## config.mk

```make
export PLATFORM = sky130hd
export DESIGN_NAME = temporal_encoder_array
export DESIGN_NICKNAME = d
export VERILOG_FILES = /design/src/rtl/temporal_encoder_pkg.sv /design/src/rtl/temporal_encoder_channel.sv /design/src/rtl/temporal_encoder_array.sv
export SDC_FILE = /design/constraint.sdc
export NUM_CORES = 1
export LEC_CHECK = 0
export ABC_AREA = 1
export BUFFER_PORTS_ARGS = -buffer_cell sky130_fd_sc_hd__buf_4
export CAP_MARGIN = 30
export CORE_UTILIZATION = 57
export CTS_BUF_LIST = sky130_fd_sc_hd__clkbuf_16
export CTS_CLUSTER_DIAMETER = 150
export CTS_CLUSTER_SIZE = 8
export DETAILED_ROUTE_END_ITERATION = 6
export PLACE_DENSITY = 0.79
export SYNTH_ARGS = -nofsm -noshare
export SYNTH_HDL_FRONTEND = slang
export SYNTH_SLANG_ARGS = --single-unit
```

## constraint.sdc

```tcl
create_clock -name clock -period 2.5 [get_ports clock]
set_clock_uncertainty 0.05 [all_clocks]
set_input_delay 0.125 -clock clock [delete_from_list [all_inputs] [get_ports clock]]
set_output_delay 0.125 -clock clock [all_outputs]
set_load 0.05 [all_outputs]
```

## src/rtl/temporal_encoder_pkg.sv

```systemverilog
// Shared types and helpers for the temporal encoder array.
// Optional out_spike port is enabled by TEMPORAL_ENCODER_SPIKE_OUT_EN.
package temporal_encoder_pkg;

    typedef enum logic [1:0] {
        IDLE = 2'd0,
        RUN  = 2'd1,
        GAP  = 2'd2
    } enc_state_e;

    function automatic int value_width(input int max_value);
        value_width = (max_value < 1) ? 1 : $clog2(max_value + 1);
    endfunction

    function automatic int unsigned clamp_value(input int unsigned value,
                                                input int unsigned max_value);
        clamp_value = (value > max_value) ? max_value : value;
    endfunction

endpackage

```

## src/rtl/temporal_encoder_channel.sv

```systemverilog
// One encoder lane: holds a clamped value and registers its line level against the shared slot.
// Optional out_spike port is enabled by TEMPORAL_ENCODER_SPIKE_OUT_EN.
module temporal_encoder_channel
    import temporal_encoder_pkg::*;
#(
    parameter int MAX_VALUE    = 8,
    parameter int W            = value_width(MAX_VALUE),
    parameter bit EDGE_FALLING = 1'b1
) (
    input  logic         clock,
    input  logic         reset,
    input  logic         load,
    input  logic [W-1:0] in_value,
    input  logic         run_next,
    input  logic [W-1:0] slot_next,
    output logic         out_line
`ifdef TEMPORAL_ENCODER_SPIKE_OUT_EN
    ,
    output logic         out_spike
`endif
);

    localparam logic PRE_LVL  = EDGE_FALLING ? 1'b1 : 1'b0;
    localparam logic POST_LVL = EDGE_FALLING ? 1'b0 : 1'b1;

    logic [W-1:0] value_r;
    logic [W-1:0] value_s;
    logic [W-1:0] edge_slot_s;
    logic         line_s;

    // Outputs are registered, so compare against the value and slot the next cycle will hold.
    always_comb begin
        value_s = value_r;
        line_s  = POST_LVL;
        if (load) begin
            value_s = W'(clamp_value(32'(in_value), MAX_VALUE));
        end else begin
            value_s = value_r;
        end
        edge_slot_s = W'(MAX_VALUE) - value_s;
        if (run_next) begin
            line_s = (slot_next < edge_slot_s) ? PRE_LVL : POST_LVL;
        end else begin
            line_s = POST_LVL;
        end
    end

    // Value holder and registered line level.
    always_ff @(posedge clock or negedge reset) begin
        if (!reset) begin
            value_r  <= {W{1'b0}};
            out_line <= POST_LVL;
        end else begin
            value_r  <= value_s;
            out_line <= line_s;
        end
    end

`ifdef TEMPORAL_ENCODER_SPIKE_OUT_EN
    logic spike_s;

    // Spike marks the single slot where the line changes level.
    always_comb begin
        spike_s = 1'b0;
        if (run_next) begin
            spike_s = (slot_next == edge_slot_s);
        end else begin
            spike_s = 1'b0;
        end
    end

    // Registered spike pulse.
    always_ff @(posedge clock or negedge reset) begin
        if (!reset) begin
            out_spike <= 1'b0;
        end else begin
            out_spike <= spike_s;
        end
    end
`endif

endmodule

```

## src/rtl/temporal_encoder_array.sv

```systemverilog
// Multi-channel race-logic encoder: larger value -> earlier edge inside a framed window.
// Optional out_spike port is enabled by TEMPORAL_ENCODER_SPIKE_OUT_EN.
module temporal_encoder_array
    import temporal_encoder_pkg::*;
#(
    parameter int NUM_CHANNELS = 4,
    parameter int MAX_VALUE    = 8,
    parameter int GAP_CYCLES   = 2,
    parameter bit EDGE_FALLING = 1'b1
) (
    input  logic                                            clock,
    input  logic                                            reset,
    input  logic [NUM_CHANNELS*value_width(MAX_VALUE)-1:0]  in_data,
    input  logic                                            in_valid,
    output logic                                            in_ready,
    output logic [NUM_CHANNELS-1:0]                         out_line,
    output logic                                            window_start,
    output logic                                            busy
`ifdef TEMPORAL_ENCODER_SPIKE_OUT_EN
    ,
    output logic [NUM_CHANNELS-1:0]                         out_spike
`endif
);

    localparam int W        = value_width(MAX_VALUE);
    localparam int GW       = (GAP_CYCLES > 0) ? $clog2(GAP_CYCLES + 1) : 1;
    localparam int GAP_LAST = (GAP_CYCLES > 0) ? GAP_CYCLES - 1 : 0;
    localparam bit HAS_GAP  = (GAP_CYCLES > 0);

    localparam logic [W-1:0]  SLOT_LAST  = W'(MAX_VALUE);
    localparam logic [GW-1:0] GAP_LAST_V = GW'(GAP_LAST);

    enc_state_e    state_r;
    enc_state_e    state_s;
    logic [W-1:0]  slot_r;
    logic [W-1:0]  slot_s;
    logic [GW-1:0] gap_r;
    logic [GW-1:0] gap_s;
    logic          xfer_s;
    logic          ready_s;
    logic          window_start_r;
    logic          busy_r;

    // Acceptance window: idle, last slot of a gapless frame, or the last gap cycle.
    always_comb begin
        ready_s = 1'b0;
        if (state_r == IDLE) begin
            ready_s = 1'b1;
        end else if ((state_r == RUN) && (slot_r == SLOT_LAST) && !HAS_GAP) begin
            ready_s = 1'b1;
        end else if ((state_r == GAP) && (gap_r == GAP_LAST_V)) begin
            ready_s = 1'b1;
        end else begin
            ready_s = 1'b0;
        end
        xfer_s = in_valid && ready_s;
    end

    assign in_ready = ready_s;

    // Next-state, slot and gap counter logic.
    always_comb begin
        state_s = state_r;
        slot_s  = slot_r;
        gap_s   = gap_r;
        case (state_r)
            IDLE: begin
                if (xfer_s) begin
                    state_s = RUN;
                    slot_s  = {W{1'b0}};
                end else begin
                    state_s = IDLE;
                end
            end
            RUN: begin
                if (slot_r == SLOT_LAST) begin
                    if (HAS_GAP) begin
                        state_s = GAP;
                        gap_s   = {GW{1'b0}};
                    end else if (xfer_s) begin
                        state_s = RUN;
                        slot_s  = {W{1'b0}};
                    end else begin
                        state_s = IDLE;
                        slot_s  = {W{1'b0}};
                    end
                end else begin
                    slot_s = slot_r + W'(1);
                end
            end
            GAP: begin
                if (gap_r == GAP_LAST_V) begin
                    gap_s = {GW{1'b0}};
                    slot_s = {W{1'b0}};
                    if (xfer_s) begin
                        state_s = RUN;
                    end else begin
                        state_s = IDLE;
                    end
                end else begin
                    gap_s = gap_r + GW'(1);
                end
            end
            default: begin
                state_s = IDLE;
                slot_s  = {W{1'b0}};
                gap_s   = {GW{1'b0}};
            end
        endcase
    end

    // FSM state, counters and registered status flags.
    always_ff @(posedge clock or negedge reset) begin
        if (!reset) begin
            state_r        <= IDLE;
            slot_r         <= {W{1'b0}};
            gap_r          <= {GW{1'b0}};
            window_start_r <= 1'b0;
            busy_r         <= 1'b0;
        end else begin
            state_r        <= state_s;
            slot_r         <= slot_s;
            gap_r          <= gap_s;
            window_start_r <= xfer_s;
            busy_r         <= (state_s != IDLE);
        end
    end

    assign window_start = window_start_r;
    assign busy         = busy_r;

    for (genvar c = 0; c < NUM_CHANNELS; c++) begin : g_ch
        temporal_encoder_channel #(
            .MAX_VALUE   (MAX_VALUE),
            .W           (W),
            .EDGE_FALLING(EDGE_FALLING)
        ) u_ch (
            .clock    (clock),
            .reset    (reset),
            .load     (xfer_s),
            .in_value (in_data[c*W +: W]),
            .run_next (state_s == RUN),
            .slot_next(slot_s),
            .out_line (out_line[c])
`ifdef TEMPORAL_ENCODER_SPIKE_OUT_EN
            ,
            .out_spike(out_spike[c])
`endif
        );
    end

endmodule

```

==> flow_metrics.tcl <==
set metrics [dict create \
    outcome "finished, final reports clean" \
    yosysTopAreaCellShare_pct 38.8 \
    site_row_count 20 \
    setup_violations 0 \
    detailedRoute.firstIterationViolations 39 \
    post_layout_nonfiller_instances 320 \
    post-route-period-util_pct 89.0 \
    warnings_synthesis 0 \
    synth-seq-area-share_pct 38.8 \
    antenna_found_initial 0 \
    design.core.area_um2 3130 \
    synth_ff_type "sky130_fd_sc_hd__dfrtp_1" \
    netlist_top_cells_area "sky130_fd_sc_hd__dfrtp_1 (39%), sky130_fd_sc_hd__ha_1 (12%), sky130_fd_sc_hd__nand2_1 (10%)" \
    detailed_place_hpwl_um 2600 \
    postSynthCellCount 244 \
    initial_utilization_pct 61.8 \
    criticalPathCategory "reg2reg" \
    numPortBuffers 25 \
    first_global_vias 1346 \
    routabilityCongestion 0.826 \
    synth_fa_ha_area_share_pct 11.6 \
    io_pins 26 \
    via_count 1575 \
    synthXorXnorAreaFrac_pct 1.81 \
    maxClockFrequency_mhz 450 \
    asyncSetResetFlopFracSynth_pct 100 \
    critical_path.endpoint_type "flop" \
    grt_usage_pct 23.2 \
    total_die_area_um2 3630 \
    cts_repair_resize_count 0 \
    layout.nets 312 \
    timing.critical_path.fanout_max 13 \
    layout_min_cycle_time_ns 2.22 \
    rsz0062_at_grt "no" \
    drive_gt1_share_pct 23.6 \
    cts_max_path_buffers 2 \
    finalSetupTns_ns 0 \
    final-max-slew-violation-count 0 \
    synth_area_um2 1930 \
    die-width_um 60.3 \
    postSynthNetCount 281 \
    worst_setup_path_start_kind "flop" \
    grt_first_pass_wirelength_um 5950 \
    total_leakage_power_uw 0.00134 \
    insertedDiodeCount 0 \
    cts-htree-levels 2 \
    ys_ff_latch 30 \
    grt_remaining_overflow 0 \
    worstPathArrival_ns 2.38 \
    drt-pass1-iter-count 4 \
    clk_pin_slew_ns 0.05 \
    detail_route.vias_per_cell 4.92 \
    simple_gate_share_of_the_synthesized_area_pct 25.5 \
    worst_min_path_class "in2reg" \
    grt_max_degree 31 \
    synth_enable_flop_cells 0 \
    routed_wirelength_um 3720 \
    postRouteAntennaNets 0 \
    dp.cells 310 \
    cp_data_required_time_ns 2.65 \
    cts_root_buf "sky130_fd_sc_hd__clkbuf_16" \
    clock_sinks 30 \
    synth_compound_gate_area_share_pct 8.67 \
    whs_ns 0.0456 \
    register_area_um2 751 \
    clk_latency_ns 0.27 \
    vdd.ir_drop.worst_uv 960 \
    post-synth-top-area-cell "sky130_fd_sc_hd__dfrtp_1" \
    slew_of_the_pin_with_the_lowest_slew_margin_ns 0.539 \
    synth_most_common_cell "sky130_fd_sc_hd__nand2_1" \
    post_drt_wl_per_cell_um 11.6 \
    report.final.hold_viol_count 0 \
    cellPowerDensity_nw_per_um2 1510 \
    syn_to_final_growth_pct 19.1 \
    main_combinational_cell_family_by_area_after_synthesis "simple AND/OR/NAND/NOR gates" \
    ys_types 22 \
    area_of_the_multi_input_gates_um2 931 \
    die_height_um 60.3 \
    cts_buffers 5 \
    synthesized_area_per_cell_um2 7.93 \
    final_routed_drc_violation_total 0 \
    maxCapViolations 0 \
    filler_cell_count 241 \
    cts_tree "done" \
    synthMuxAreaShare_pct 0 \
    synth_commonest_cells "sky130_fd_sc_hd__nand2_1 (54), sky130_fd_sc_hd__inv_1 (53), sky130_fd_sc_hd__dfrtp_1 (30), sky130_fd_sc_hd__nor2_1 (20), sky130_fd_sc_hd__ha_1 (18)" \
    maxSlewHeadroom_pct 64.0 \
]
## cells in the final DEF, fill, tap and decap left out
cell type	instances
sky130_fd_sc_hd__inv_1	53
sky130_fd_sc_hd__nand3_4	1
sky130_fd_sc_hd__nand4_1	9
sky130_fd_sc_hd__inv_2	1
sky130_fd_sc_hd__nor2_1	20
sky130_fd_sc_hd__nand2_1	54
sky130_fd_sc_hd__dlygate4sd3_1	1
sky130_fd_sc_hd__clkbuf_16	5
sky130_fd_sc_hd__a21oi_1	10
sky130_fd_sc_hd__nand2_4	1
sky130_fd_sc_hd__clkinvlp_4	1
sky130_fd_sc_hd__nand3_2	1
sky130_fd_sc_hd__a22oi_1	1
sky130_fd_sc_hd__buf_4	28
sky130_fd_sc_hd__o21ai_2	4
sky130_fd_sc_hd__clkinv_2	1
sky130_fd_sc_hd__a21oi_2	8
sky130_fd_sc_hd__dfrtp_1	30
sky130_fd_sc_hd__nand3_1	7
sky130_fd_sc_hd__o21ai_1	1
sky130_fd_sc_hd__clkinv_1	2
sky130_fd_sc_hd__nand2_2	14
sky130_fd_sc_hd__nor3b_1	1
sky130_fd_sc_hd__xor2_1	4
sky130_fd_sc_hd__ha_1	18
## area by class of cell
class | count | share of cell area [%]
Multi-Input combinational cell | 154 | 40.4
Sequential cell | 30 | 32.6
Timing Repair Buffer | 29 | 9.55
Inverter | 55 | 8.96
Clock buffer | 5 | 5.43
Tap cell | 44 | 2.39
Clock inverter | 3 | 0.706
## state kept, by name, summed over array words and instances, names as in the netlist
register            cells
state_r                 2
g_ch.u_ch.value_r      16
g_ch.u_ch.out_line      4
busy                    1
gap_r                   2
slot_r                  4
window_start            1
## through the flow
stage	instance area (µm²)	total power (µW)	util (%)	setup slack (ns)
global route	2300	3860	73.7	0.0703
global placement	2140	2840	68.5	0.265
detailed placement	2140	2910	68.5	0.180
floorplan	1930	2480	-	0.591
CTS	2290	3500	73.4	0.143
finish	2300	3480	73.7	0.276
## cell families after synthesis
group	Yosys count
adder cells (fa/ha/maj)	18
buffers and inverters	61
flip-flops	30
AND/OR/NAND/NOR	107
AO/OA/AOI/OAI	24
XOR/XNOR	4
## critical path, cell delays in order, from the launching register on
cell	delay (ns)
sky130_fd_sc_hd__dfrtp_1	0.45
sky130_fd_sc_hd__inv_2	0.17
sky130_fd_sc_hd__nand3_2	0.33
sky130_fd_sc_hd__nand2_1	0.18
sky130_fd_sc_hd__o21ai_2	0.09
sky130_fd_sc_hd__ha_1	0.21
sky130_fd_sc_hd__xor2_1	0.16
sky130_fd_sc_hd__ha_1	0.28
sky130_fd_sc_hd__nand2_1	0.07
sky130_fd_sc_hd__inv_1	0.04
sky130_fd_sc_hd__a21oi_2	0.11
## repair_timing
item,CTS,global route
hold buffers,1,0
endpoints found under the hold margin,30,0
setup endpoints to repair,0,1
setup buffers,0,0
## where the power goes
part	switching [µW]	leakage, µW	internal (µW)
Clock	204	0.0000672	362
Sequential	103	0.000364	709
Combinational	1310	0.000906	789
Total	1620	0.00134	1860
## final timing paths
| check | start | to | slack (ns) | depth (start not counted) |
|---|---|---|---|---|
| setup / recovery | state_r[0]$_DFF_PN0_ | g_ch[1].u_ch.out_line$_DFF_PN0_ | 0.28 | 10 |
| hold / removal | in_data[2] | g_ch[0].u_ch.value_r[2]$_DFF_PN0_ | 0.05 | 3 |
| setup reg to reg | state_r[0]$_DFF_PN0_ | g_ch[1].u_ch.out_line$_DFF_PN0_ | 0.28 | 10 |
| hold reg to reg | g_ch[0].u_ch.value_r[0]$_DFF_PN0_ | g_ch[0].u_ch.value_r[0]$_DFF_PN0_ | 0.43 | 2 |
| max in group asynchronous | reset | state_r[1]$_DFF_PN0_ | 1.86 | 2 |
| min in group asynchronous | reset | gap_r[0]$_DFFE_PN0P_ | 0.26 | 2 |
## routing by layer
| layer | routed length [µm] | track usage, % | part of all wire [%] |
|---|---|---|---|
| met1 | 1750 | 29.9 | 47 |
| met2 | 1730 | 35.2 | 46 |
| met3 | 194 | 7.58 | 5.2 |
| met4 | 51 | 10.3 | 1.4 |
| met5 | 0 | 0 | 0 |
(Power assumes the default switching activity.)
